$ cat src/rtl/bid_pkg.sv
// Shared types and constants for the per-master bidding front-end.
// Holds the FSM states, the bid range, the command record and the slave address map.
package bid_pkg;

  localparam int unsigned BID_W = 4;
  localparam logic [BID_W-1:0] BID_MAX = 4'd15;

  typedef enum logic [1:0] {
    IDLE,
    BID,
    RECOVER
  } state_t;

  typedef struct packed {
    logic [31:0]      addr;
    logic             rw;
    logic [31:0]      wdata;
    logic [BID_W-1:0] bid;
  } bid_cmd_t;

  localparam logic [31:0] SLAVE0_BASE = 32'hFFEF_0200;
  localparam logic [31:0] SLAVE1_BASE = 32'hFFEF_1200;
  localparam logic [31:0] SLAVE2_BASE = 32'hFFEF_2200;
  localparam logic [31:0] SLAVE3_BASE = 32'hFFEF_3200;

  localparam logic [31:0] MASTER0_OFFSET = 32'h00;
  localparam logic [31:0] MASTER1_OFFSET = 32'h10;
  localparam logic [31:0] MASTER2_OFFSET = 32'h20;
  localparam logic [31:0] MASTER3_OFFSET = 32'h30;

  function automatic logic [31:0] slave_addr(input logic [1:0] slave, input logic [1:0] master);
    logic [31:0] base;
    logic [31:0] offset;
    case (slave)
      2'd0:    base = SLAVE0_BASE;
      2'd1:    base = SLAVE1_BASE;
      2'd2:    base = SLAVE2_BASE;
      default: base = SLAVE3_BASE;
    endcase
    case (master)
      2'd0:    offset = MASTER0_OFFSET;
      2'd1:    offset = MASTER1_OFFSET;
      2'd2:    offset = MASTER2_OFFSET;
      default: offset = MASTER3_OFFSET;
    endcase
    return base + offset;
  endfunction

endpackage

$ cat src/rtl/bid_master_port_if.sv
// Host command/response and arbiter-facing signals of one master port.
// The master modport is the port logic itself; slave is the host/arbiter side.
interface bid_master_port_if #(
  parameter int unsigned ADDR_W = 32,
  parameter int unsigned DATA_W = 32
);
  import bid_pkg::*;

  logic              cmd_valid;
  logic              cmd_ready;
  logic [ADDR_W-1:0] cmd_addr;
  logic              cmd_rw;
  logic [DATA_W-1:0] cmd_wdata;
  logic [BID_W-1:0]  cmd_bid;

  logic              rsp_valid;
  logic              rsp_rw;
  logic [DATA_W-1:0] rsp_rdata;

  logic [BID_W-1:0]  req;
  logic              grant;
  logic [ADDR_W-1:0] addr;
  logic              RW;
  logic [DATA_W-1:0] DataToSlave;
  logic [DATA_W-1:0] DataFromSlave;

  modport master (
    input  cmd_valid, cmd_addr, cmd_rw, cmd_wdata, cmd_bid, grant, DataFromSlave,
    output cmd_ready, rsp_valid, rsp_rw, rsp_rdata, req, addr, RW, DataToSlave
  );

  modport slave (
    output cmd_valid, cmd_addr, cmd_rw, cmd_wdata, cmd_bid, grant, DataFromSlave,
    input  cmd_ready, rsp_valid, rsp_rw, rsp_rdata, req, addr, RW, DataToSlave
  );

endinterface

$ cat src/rtl/bid_fifo.sv
// Synchronous command FIFO with a registered head view.
// A push while full is taken only when a pop frees the slot in the same edge.
module bid_fifo
  import bid_pkg::*;
#(
  parameter int unsigned DEPTH = 4,
  parameter type         T     = bid_cmd_t,
  localparam int unsigned PTR_W = $clog2(DEPTH),
  localparam int unsigned CNT_W = $clog2(DEPTH + 1)
) (
  input  logic             clk,
  input  logic             rst,
  input  logic             push,
  input  logic             pop,
  input  T                 din,
  output T                 head,
  output logic [CNT_W-1:0] count,
  output logic             full,
  output logic             empty
);

  T                 mem [DEPTH];
  logic [PTR_W-1:0] wr_ptr;
  logic [PTR_W-1:0] rd_ptr;
  logic             do_push;
  logic             do_pop;

  assign full    = (count == CNT_W'(DEPTH));
  assign empty   = (count == '0);
  assign do_pop  = pop && !empty;
  assign do_push = push && (!full || do_pop);
  assign head    = mem[rd_ptr];

  always_ff @(posedge clk) begin
    if (do_push) mem[wr_ptr] <= din;
  end

  // Power-of-two depth lets the pointers wrap by plain overflow.
  always_ff @(posedge clk or negedge rst) begin
    if (!rst) begin
      wr_ptr <= '0;
      rd_ptr <= '0;
      count  <= '0;
    end else begin
      if (do_push) wr_ptr <= wr_ptr + PTR_W'(1);
      if (do_pop)  rd_ptr <= rd_ptr + PTR_W'(1);
      case ({do_push, do_pop})
        2'b10:   count <= count + CNT_W'(1);
        2'b01:   count <= count - CNT_W'(1);
        default: count <= count;
      endcase
    end
  end

endmodule

$ cat src/rtl/bid_master_port.sv
// Per-master front-end: queues host commands, bids the head to the arbiter,
// ages ungranted bids upward and returns a one-cycle response per transfer.
module bid_master_port
  import bid_pkg::*;
#(
  parameter int unsigned DEPTH     = 4,
  parameter int unsigned AGE_LIMIT = 8,
  parameter int unsigned ADDR_W    = 32,
  parameter int unsigned DATA_W    = 32
) (
  input logic              clk,
  input logic              rst,
  bid_master_port_if.master bus
);

  localparam int unsigned CNT_W = $clog2(DEPTH + 1);
  localparam int unsigned AGE_W = (AGE_LIMIT > 1) ? $clog2(AGE_LIMIT) : 1;

  typedef struct packed {
    logic [ADDR_W-1:0] addr;
    logic              rw;
    logic [DATA_W-1:0] wdata;
    logic [BID_W-1:0]  bid;
  } cmd_t;

  state_t           state;
  state_t           next_state;
  cmd_t             din;
  cmd_t             head;
  logic [CNT_W-1:0] count;
  logic             full;
  logic             empty;
  logic             accept;
  logic             pop;
  logic             bidding;
  logic             entering_bid;
  logic [BID_W-1:0] eff_bid;
  logic [AGE_W-1:0] age;

  assign din = '{addr: bus.cmd_addr, rw: bus.cmd_rw, wdata: bus.cmd_wdata, bid: bus.cmd_bid};

  assign bus.cmd_ready = (count != CNT_W'(DEPTH));
  assign accept        = bus.cmd_valid && bus.cmd_ready;
  assign bidding       = (state == BID);
  assign pop           = bidding && bus.grant;
  assign entering_bid  = !bidding && (next_state == BID);

  bid_fifo #(
    .DEPTH (DEPTH),
    .T     (cmd_t)
  ) u_fifo (
    .clk   (clk),
    .rst   (rst),
    .push  (accept),
    .pop   (pop),
    .din   (din),
    .head  (head),
    .count (count),
    .full  (full),
    .empty (empty)
  );

  always_ff @(posedge clk or negedge rst) begin
    if (!rst) state <= IDLE;
    else      state <= next_state;
  end

  always_comb begin
    next_state = state;
    case (state)
      IDLE:    if (!empty) next_state = BID;
      BID:     if (bus.grant) next_state = RECOVER;
      RECOVER: next_state = empty ? IDLE : BID;
      default: next_state = IDLE;
    endcase
  end

  // Bid 0 is not a valid request, so a fresh head always bids at least 1.
  always_ff @(posedge clk or negedge rst) begin
    if (!rst) begin
      eff_bid <= '0;
      age     <= '0;
    end else if (entering_bid) begin
      eff_bid <= (head.bid == '0) ? BID_W'(1) : head.bid;
      age     <= '0;
    end else if (bidding && !bus.grant) begin
      if (age == AGE_W'(AGE_LIMIT - 1)) begin
        age     <= '0;
        eff_bid <= (eff_bid == BID_MAX) ? BID_MAX : eff_bid + BID_W'(1);
      end else begin
        age <= age + AGE_W'(1);
      end
    end
  end

  always_ff @(posedge clk or negedge rst) begin
    if (!rst) begin
      bus.rsp_valid <= 1'b0;
      bus.rsp_rw    <= 1'b0;
      bus.rsp_rdata <= '0;
    end else begin
      bus.rsp_valid <= pop;
      if (pop) begin
        bus.rsp_rw    <= head.rw;
        bus.rsp_rdata <= head.rw ? '0 : bus.DataFromSlave;
      end
    end
  end

  assign bus.req         = bidding ? eff_bid    : '0;
  assign bus.addr        = bidding ? head.addr  : '0;
  assign bus.RW          = bidding ? head.rw    : 1'b0;
  assign bus.DataToSlave = bidding ? head.wdata : '0;

  logic unused_full;
  assign unused_full = full;

endmodule
$ cat src/flat_wrapper.sv
// flat-port wrapper written by rule: the top's interface ports become plain ports
module bid_master_port_flat import bid_pkg::*;
#(
  parameter int unsigned DEPTH     = 4,
  parameter int unsigned AGE_LIMIT = 8,
  parameter int unsigned ADDR_W    = 32,
  parameter int unsigned DATA_W    = 32
)
  (clk, rst, bus_cmd_valid, bus_cmd_addr, bus_cmd_rw, bus_cmd_wdata, bus_cmd_bid, bus_grant, bus_DataFromSlave, bus_cmd_ready, bus_rsp_valid, bus_rsp_rw, bus_rsp_rdata, bus_req, bus_addr, bus_RW, bus_DataToSlave);
  bid_master_port_if #(.ADDR_W(ADDR_W), .DATA_W(DATA_W)) bus_i ();
  input logic clk;
  input logic rst;
  input wire logic [$bits(bus_i.cmd_valid)-1:0] bus_cmd_valid;
  input wire logic [$bits(bus_i.cmd_addr)-1:0] bus_cmd_addr;
  input wire logic [$bits(bus_i.cmd_rw)-1:0] bus_cmd_rw;
  input wire logic [$bits(bus_i.cmd_wdata)-1:0] bus_cmd_wdata;
  input wire logic [$bits(bus_i.cmd_bid)-1:0] bus_cmd_bid;
  input wire logic [$bits(bus_i.grant)-1:0] bus_grant;
  input wire logic [$bits(bus_i.DataFromSlave)-1:0] bus_DataFromSlave;
  output wire logic [$bits(bus_i.cmd_ready)-1:0] bus_cmd_ready;
  output wire logic [$bits(bus_i.rsp_valid)-1:0] bus_rsp_valid;
  output wire logic [$bits(bus_i.rsp_rw)-1:0] bus_rsp_rw;
  output wire logic [$bits(bus_i.rsp_rdata)-1:0] bus_rsp_rdata;
  output wire logic [$bits(bus_i.req)-1:0] bus_req;
  output wire logic [$bits(bus_i.addr)-1:0] bus_addr;
  output wire logic [$bits(bus_i.RW)-1:0] bus_RW;
  output wire logic [$bits(bus_i.DataToSlave)-1:0] bus_DataToSlave;
  assign bus_i.cmd_valid = bus_cmd_valid;
  assign bus_i.cmd_addr = bus_cmd_addr;
  assign bus_i.cmd_rw = bus_cmd_rw;
  assign bus_i.cmd_wdata = bus_cmd_wdata;
  assign bus_i.cmd_bid = bus_cmd_bid;
  assign bus_i.grant = bus_grant;
  assign bus_i.DataFromSlave = bus_DataFromSlave;
  assign bus_cmd_ready = bus_i.cmd_ready;
  assign bus_rsp_valid = bus_i.rsp_valid;
  assign bus_rsp_rw = bus_i.rsp_rw;
  assign bus_rsp_rdata = bus_i.rsp_rdata;
  assign bus_req = bus_i.req;
  assign bus_addr = bus_i.addr;
  assign bus_RW = bus_i.RW;
  assign bus_DataToSlave = bus_i.DataToSlave;
  bid_master_port #(.DEPTH(DEPTH), .AGE_LIMIT(AGE_LIMIT), .ADDR_W(ADDR_W), .DATA_W(DATA_W)) u_core (.clk(clk), .rst(rst), .bus(bus_i));
endmodule
$ cat config.mk
export PLATFORM = sky130hd
export DESIGN_NAME = bid_master_port_flat
export DESIGN_NICKNAME = d
export VERILOG_FILES = /design/src/rtl/bid_pkg.sv /design/src/rtl/bid_master_port_if.sv /design/src/rtl/bid_fifo.sv /design/src/rtl/bid_master_port.sv /design/src/flat_wrapper.sv
export SDC_FILE = /design/constraint.sdc
export NUM_CORES = 1
export LEC_CHECK = 0
export CORE_ASPECT_RATIO = 0.6
export CORE_MARGIN = 4
export CORE_UTILIZATION = 50
export CTS_BUF_LIST = sky130_fd_sc_hd__clkbuf_8
export CTS_CLUSTER_DIAMETER = 40
export DETAILED_ROUTE_END_ITERATION = 8
export PLACE_DENSITY_LB_ADDON = 0.08
export SYNTH_ARGS = -nofsm -noshare
export SYNTH_HDL_FRONTEND = slang
export SYNTH_HIERARCHICAL = 1
export SYNTH_SLANG_ARGS = --single-unit
$ cat constraint.sdc
create_clock -name clk -period 2.5 [get_ports clk]
set_input_delay 0.375 -clock clk [delete_from_list [all_inputs] [get_ports clk]]
set_output_delay 0.375 -clock clk [all_outputs]
set_load 0.1 [all_outputs]
==> metrics.txt, run 1 <==
CP cell instances=buf_6 -> buf_12 -> mux4_2 -> and2_1 -> buf_12; yosys warns=6; Tmin final=roughly 2.6 ns; RSZ-0062 raised after global routing=yes; WP data arrival=roughly 2.2 ns; final hold vios=0; CTS tree=done; Worst path slowest cell=mux4_2; Crit path required time=2.12 ns; initial antenna violation count=2; # IOs=209; H-tree levels=2; worst slack at placement=slightly above 0.007 ns; worst stage delay on the critical path=0.51 ns; clock latency on the worst-skew pair=between 0.5 and 0.6 ns; Avg Inst Size Synth=18.9 um^2; CP dominant cell by count=buf_12; vias in the first global route=7,353; final core occ=0.711; clock tree sinks=326; root buf cell=clkbuf_8; FP Rows=44; gpl congestion=around 0.80; CORE AREA=around 0.025 mm^2; post-synthesis cell area=approximately 0.013 mm^2; Clock Pin Slew Worst Setup and Hold Paths=0.06 ns; Slew @ Worst Pin=about 0.82 ns; layout cells sized above 1=0.359; FMAX=about 0.4 GHz; CP startpoint kind=flop; Clock Path Buffers=3; Total Wirelength=between 20,000 and 30,000 um; drt drc=0; Max-Slew Margin vs Limit=0.451; clock skew after layout=roughly 0.021 ns; MaxCap Viol Count=0; most frequent cells in the layout=edfxtp_1, clkdlybuf4s50_1, buf_12; Syn Inst Count=about 680; Worst path top cell family by delay=multiplexers; Final WS setup=-0.0734 ns; layout net count=about 1,100; die area=0.0282 mm^2; CP max FO=5; Tcrit/Tclk final=1.03; HP Class=in -> reg; Setup Crit Path Kind=reg -> out; Pre-antenna DRT Iters=4; DR iter-0 viols=500; Die Y=132 um; Via density=between 5 and 6; Mapped Nets=about 800; status=finished, violations left; grt total ovfl=0; commonest non-fill, non-tap cell in the layout=edfxtp_1; initial core utilization=0.518; Area growth syn-to-layout=37.2%; drt wl/cell=21.8 um; I/O Buffers=about 210; post-detail-place hpwl=around 18,000 um; max-slew violation count=0; CTS buffer count=46; Setup crit end kind=output pin; endpoints failing setup=57; Bufs and invs on worst path=3; GRT Total Usage=0.200; largest net degree at the start of global routing=67; failing checks=negative setup slack; first-pass GRT wire length=between 40,000 and 50,000 um; n_diodes=0; chip width=214 um; post-route ant nets=0; Vias=between 6,000 and 7,000
[timing repair]
item / in CTS / in global routing
resized for setup: 61 / 12
pin swaps: 1 / 2
hold buffers: 1 / 0
hold endpoints to repair: 32 / 0
gates cloned: 5 / 5
endpoints found under the setup margin: 65 / 65
setup buffers: 12 / 1
[flip-flops by register name, summed over array words and instances, names as in the netlist]
name	count
u_core/bus.rsp_valid	1
u_core/u_fifo/mem	276
u_core/u_fifo/wr_ptr	2
u_core/u_fifo/count	3
u_core/bus.rsp_rw	1
u_core/state	2
u_core/bus.rsp_rdata	32
u_core/u_fifo/rd_ptr	2
u_core/eff_bid	4
u_core/age	3
[metal layers]
| metal | routed length (um) | track usage | vias up |
|---|---|---|---|
| met5 | 22 | 0 | - |
| met4 | 304 | 0.0443 | 4 |
| met3 | 1790 | 0.0545 | 28 |
| met2 | 13900 | 0.322 | 224 |
| met1 | 12400 | 0.278 | 3566 |
| li1 | - | - | 3143 |
[tightest hold or removal path, stage by stage]
cell and delay [ns]:
clkdlybuf4s50_1 0.39, nand2b_1 0.06, o21ai_0 0.06
[final cells by class]
type | count | area (um^2)
clock buffers | 50 | 688
clock inverters | 28 | 185
fillers | 1484 | 7120
inverters | 11 | 41.3
multi-input cells | 304 | 3160
flip-flops and latches | 326 | 9550
well taps | 322 | 403
repair buffers | 261 | 3460
[through the flow]
| stage | instance area (um^2) | std cells | hold slack, ns | setup TNS [ns] |
|---|---|---|---|---|
| 5_1_grt | 17500 | 1302 | 0.364 | -7.30 |
| 3_3_place_gp | 16100 | 1202 | 0.467 | 0 |
| 6_report | 17500 | 1302 | 0.386 | -1.92 |
| 2_1_floorplan | 12800 | 675 | 0.0794 | -12.36 |
| 3_5_place_dp | 16100 | 1202 | 0.476 | 0 |
| 4_1_cts | 17400 | 1298 | 0.350 | -5.86 |
[path summary, 6_finish.rpt]
path / from / to / slack, ns / cells after the start
worst max-delay path: u_core/u_fifo/rd_ptr[0] / bus_addr[20] / -0.07 / 5
worst min-delay path: bus_DataFromSlave[8] / u_core/bus.rsp_rdata[8] / 0.39 / 3
worst max register to register: u_core/u_fifo/count[0] / u_core/u_fifo/count[2] / 0.20 / 9
worst min register to register: u_core/bus.rsp_rdata[22] / u_core/bus.rsp_rdata[22] / 0.49 / 2
max in group asynchronous: rst / u_core/bus.rsp_rdata[6] / 1.37 / 3
min in group asynchronous: rst / u_core/u_fifo/wr_ptr[1] / 0.46 / 2
Power of run 1 is left out: the tool's default activity adds up to more than one toggle a clock period on the data nets, which glitch-free logic cannot reach.
==> run 2: changes to the inputs <==
- clock period: 2.5 -> 3.3 ns (I/O delays scaled with it)
==> run 2 against run 1 <==
  * The flow now finishes without violations
  * Count of clock-buffer cells in the layout fell by 2
  * First-iteration DRC count grew 7.8%
  * Flip-flop and latch count is the same
  * Via count fell by 2.2%
  * Design area down 5.7%
  * Non-clock buffer count down 37
  * Setup slack improved by 0.40 ns
  * Die area is the same
  * Register-to-register slack better by 0.66 ns
  * Cell count down 2.2%
  * Critical path type unchanged
  * Critical endpoint is now bus_RW
==> metrics.txt, run 2 (synthesis gave the netlist of run 1 again) <==
GRT Total Usage=0.193; clock skew after layout=about 0.016 ns; CTS buffer count=47; met2 Track Usage GR=0.306; Tcrit/Tclk final=0.900; Max-Slew Margin vs Limit=0.215; gpl congestion=0.782; Clock Pin Slew Worst Setup and Hold Paths=0.07 ns; Crit path required time=2.80 ns; Largest regs=u_core/u_fifo/mem (276), u_core/bus.rsp_rdata (32), u_core/eff_bid (4); HP Class=in -> async; CTS tree=done; max-slew violation count=0; Setup Crit Path Kind=reg -> out; met1 Use GR=0.271; FMAX=around 0.34 GHz; Pre-antenna DRT Iters=5; Via density=about 5.3; grt total ovfl=0; Post-CTS Setup Bufs=0; post-route ant nets=0; cts repair resizes=0; Fillers=1,639; clock tree sinks=between 300 and 400; Slew @ Worst Pin=around 1.2 ns; CP startpoint kind=flop; DR iter-0 viols=approximately 540; largest net degree at the start of global routing=approximately 70; Total Wirelength=~27,000 um; I/O Buffers=between 200 and 250; root buf cell=clkbuf_8; max reg flops=approximately 280; MaxCap Viol Count=0; vias in the first global route=approximately 7,300; drt drc=0; WP data arrival=about 2.5 ns; die area=roughly 0.028 mm^2; commonest non-fill, non-tap cell in the layout=edfxtp_1; initial core utilization=0.518; chip width=between 200 and 250 um; n_diodes=0; Die Y=roughly 130 um; endpoints failing setup=0; final hold vios=0; # IOs=around 210; initial antenna violation count=4; layout cells sized above 1=0.242; clock latency on the worst-skew pair=0.57 ns; routing usage on met3=0.0528; Worst R2R Setup Slack=~0.86 ns; Area growth syn-to-layout=29.3%; final hold slack=approximately 0.16 ns; Clock Path Buffers=3; CP max FO=34; FP Rows=44; first-pass GRT wire length=42,400 um; setup tns final=0 ns; most frequent cells in the layout=edfxtp_1, clkdlybuf4s50_1, and2_1, mux4_2; # hold bufs at CTS=0; Vias=6,810; Largest Register=u_core/u_fifo/mem; status=finished clean; post-detail-place hpwl=17,500 um; RSZ-0062 raised after global routing=no; CORE AREA=about 0.025 mm^2; layout net count=roughly 1,000; Tmin final=between 2 and 3 ns; final core occ=0.670; busiest grt layer=met2; H-tree levels=2; drt wl/cell=between 20 and 25 um; Setup crit end kind=output pin
run 2: changes by cell type in the layout (fill, tap and decap cells not counted), moves of 8 or more:
cell | before | now
and2_1 | 13 | 69
clkinv_1 | 4 | 16
and2_4 | 60 | 4
buf_4 | 58 | 40
buf_12 | 86 | 47
inv_1 | 31 | 23
clkdlybuf4s50_1 | 103 | 136
run 2: worst paths after layout:
path                                          from                        to  cells past startpoint
max                        u_core/u_fifo/rd_ptr[0]                    bus_RW                      3
min                                            rst  u_core/bus.rsp_rdata[28]                      1
max reg2reg                u_core/u_fifo/rd_ptr[0]         u_core/eff_bid[3]                      6
min reg2reg                u_core/bus.rsp_rdata[1]   u_core/bus.rsp_rdata[1]                      2
max in group asynchronous                      rst   u_core/u_fifo/rd_ptr[1]                      1
min in group clk           u_core/bus.rsp_rdata[1]   u_core/bus.rsp_rdata[1]                      2
run 2: critical path, cell delays in order, from the launching register on:
cell and delay (ns):
dfrtp_4 0.62, mux4_2 0.81, and2_1 0.24, buf_4 0.23
run 2: final cells by class:
type / count / area, um^2 / share of cell area
sequential: 326 / 9550 / 0.579
timing repair buffer: 224 / 2610 / 0.158
clock inverter: 39 / 216 / 0.0131
inverter: 11 / 41.3 / 0.00251
multi-input combinational: 303 / 3010 / 0.182
tap: 322 / 403 / 0.0244
clock buffer: 48 / 661 / 0.0401
run 2: routing by layer:
metal	wire, um	vias up
met2	13000	193
met1	11900	3495
li1	-	3080
met4	311	8
met5	49	-
met3	1630	34
run 2: through the flow:
stage          instance area (um^2)  worst slack [ns]  cells
6_report                      16500             0.331   1273
5_1_grt                       16500             0.167   1273
4_1_cts                       16500             0.264   1273
3_5_place_dp                  15600             0.576   1186
3_3_place_gp                  15600             0.661   1186
2_1_floorplan                 12700             0.472    675
Power of run 2 is left out for the same reason.
==> run 3: changes to the inputs <==
- SLEW_MARGIN: default -> 20
==> run 3 against run 2 <==
  * Via count hardly changed
  * Die area stayed put
  * Global-route usage stayed put
  * Design area hardly changed
  * Sequential share of layout area hardly changed
  * Highest routed layer unchanged
  * Cell count hardly changed
  * Hold slack better by 0.32 ns
  * Count of clock-buffer cells in the layout stayed put
  * First-iteration DRC count is 6.9% higher
  * Routed wire length is 0.20% higher
  * Utilization is 0.051 points higher
==> metrics.txt, run 3 (synthesis gave the netlist of run 1 again) <==
worst stage delay on the critical path=roughly 0.81 ns; drt drc=0; cts repair resizes=0; chip width=about 210 um; Fillers=around 1,600; Setup Crit Path Kind=reg -> out; Max-Slew Margin vs Limit=0.309; endpoints failing setup=0; CTS buffer count=47; CP startpoint kind=flop; clock latency on the worst-skew pair=between 0.5 and 0.6 ns; Worst R2R Setup Slack=between 0.8 and 0.9 ns; CP cell instances=mux4_2 -> and2_1 -> buf_4; Clock Pin Slew Worst Setup and Hold Paths=approximately 0.060 ns; I/O Buffers=208; Via density=approximately 5.3; MaxCap Viol Count=0; commonest non-fill, non-tap cell in the layout=edfxtp_1; initial core utilization=0.518; clock tree sinks=326; post-route ant nets=0; Slew @ Worst Pin=about 1.0 ns; Largest Register=u_core/u_fifo/mem; Setup crit end kind=output pin; final hold vios=0; FP Rows=44; initial antenna violation count=4; clock skew after layout=between 0.01 and 0.015 ns; CP max FO=34; most frequent cells in the layout=edfxtp_1, clkdlybuf4s50_1, and2_1, mux4_2; GRT Total Usage=0.193; drt wl/cell=21.2 um; n_diodes=0; Area growth syn-to-layout=29.4%; Tmin final=2.98 ns; largest net degree at the start of global routing=71; setup tns final=0 ns; grt total ovfl=0; max-slew violation count=0; Die Y=between 100 and 150 um; Pre-antenna DRT Iters=5; FMAX=around 0.34 GHz; hold path cells=2; # IOs=209; vias in the first global route=~7,300; Worst path slowest cell=mux4_2; die area=approximately 0.028 mm^2; RSZ-0062 raised after global routing=no; Total Wirelength=27,000 um; status=finished clean; root buf cell=clkbuf_8; reg2reg path depth=6; gpl congestion=~0.78; CORE AREA=between 0.02 and 0.025 mm^2; HP Class=reg -> reg; layout cells sized above 1=0.242; max reg flops=276; Hold Path Sink=u_core/bus.rsp_rdata[1]; first-pass GRT wire length=about 42,000 um; layout net count=1,028; Crit path required time=about 2.8 ns; WP data arrival=between 2 and 2.5 ns; Vias=6,806; Clock Path Buffers=3; Hold Crit Start=u_core/bus.rsp_rdata[1]; CTS tree=done; reg-to-reg endpoint=u_core/eff_bid[3]; Tcrit/Tclk final=0.902; FF-to-FF Start=u_core/u_fifo/rd_ptr[0]; H-tree levels=2; post-detail-place hpwl=17,500 um; DR iter-0 viols=576; Largest regs=u_core/u_fifo/mem (276), u_core/bus.rsp_rdata (32), u_core/eff_bid (4)
-- run 3: worst max-delay path, delay by kind of cell (launching register included) --
family | cells | cell delay, ns
AND/OR/NAND/NOR | 1 | 0.25
flip-flops | 1 | 0.62
multiplexers | 1 | 0.81
buffers and inverters | 1 | 0.23
-- run 3: layout make-up --
cell class	instances	area, um^2	area share
flip-flops and latches	326	9550	0.579
multi-input cells	303	3010	0.182
repair buffers	225	2620	0.159
clock buffers	48	661	0.0401
well taps	322	403	0.0244
clock inverters	39	216	0.0131
inverters	11	41.3	0.00250
-- run 3: timing repair --
item / CTS / global route
setup buffers: 0 / 0
hold buffers: 0 / 1
setup endpoints to repair: 0 / 0
hold endpoints to repair: 0 / 12
-- run 3: worst max-delay path by stage --
stage / to / start / depth (start not counted)
2_1_floorplan: u_core/u_fifo/mem[0][0] / u_core/u_fifo/count[0] / 5
3_3_place_gp: u_core/u_fifo/count[2] / bus_grant / 11
3_5_place_dp: u_core/u_fifo/count[2] / bus_grant / 11
4_1_cts: bus_RW / u_core/u_fifo/rd_ptr[0] / 3
5_1_grt: bus_RW / u_core/u_fifo/rd_ptr[1] / 3
6_report: bus_RW / u_core/u_fifo/rd_ptr[0] / 3
-- run 3: routing by layer --
layer / track usage / vias to the layer above / wire (um)
met5: 0 / - / 49
met4: 0.0482 / 8 / 323
met1: 0.271 / 3492 / 11900
met3: 0.0528 / 34 / 1640
met2: 0.306 / 190 / 13000
li1: - / 3082 / -
-- run 3: through the flow --
stage                     hold slack (ns)  cells  area [um^2]  utilization  worst slack (ns)
after global placement              0.464   1186        15600        0.634             0.661
after detailed placement            0.472   1186        15600        0.634             0.576
final                               0.483   1274        16500        0.670             0.324
after global routing                0.479   1274        16500        0.670             0.167
after CTS                           0.166   1273        16500        0.670             0.264
after floorplan                     0.199    675        12700            -             0.472
Power of run 3 is left out for the same reason.
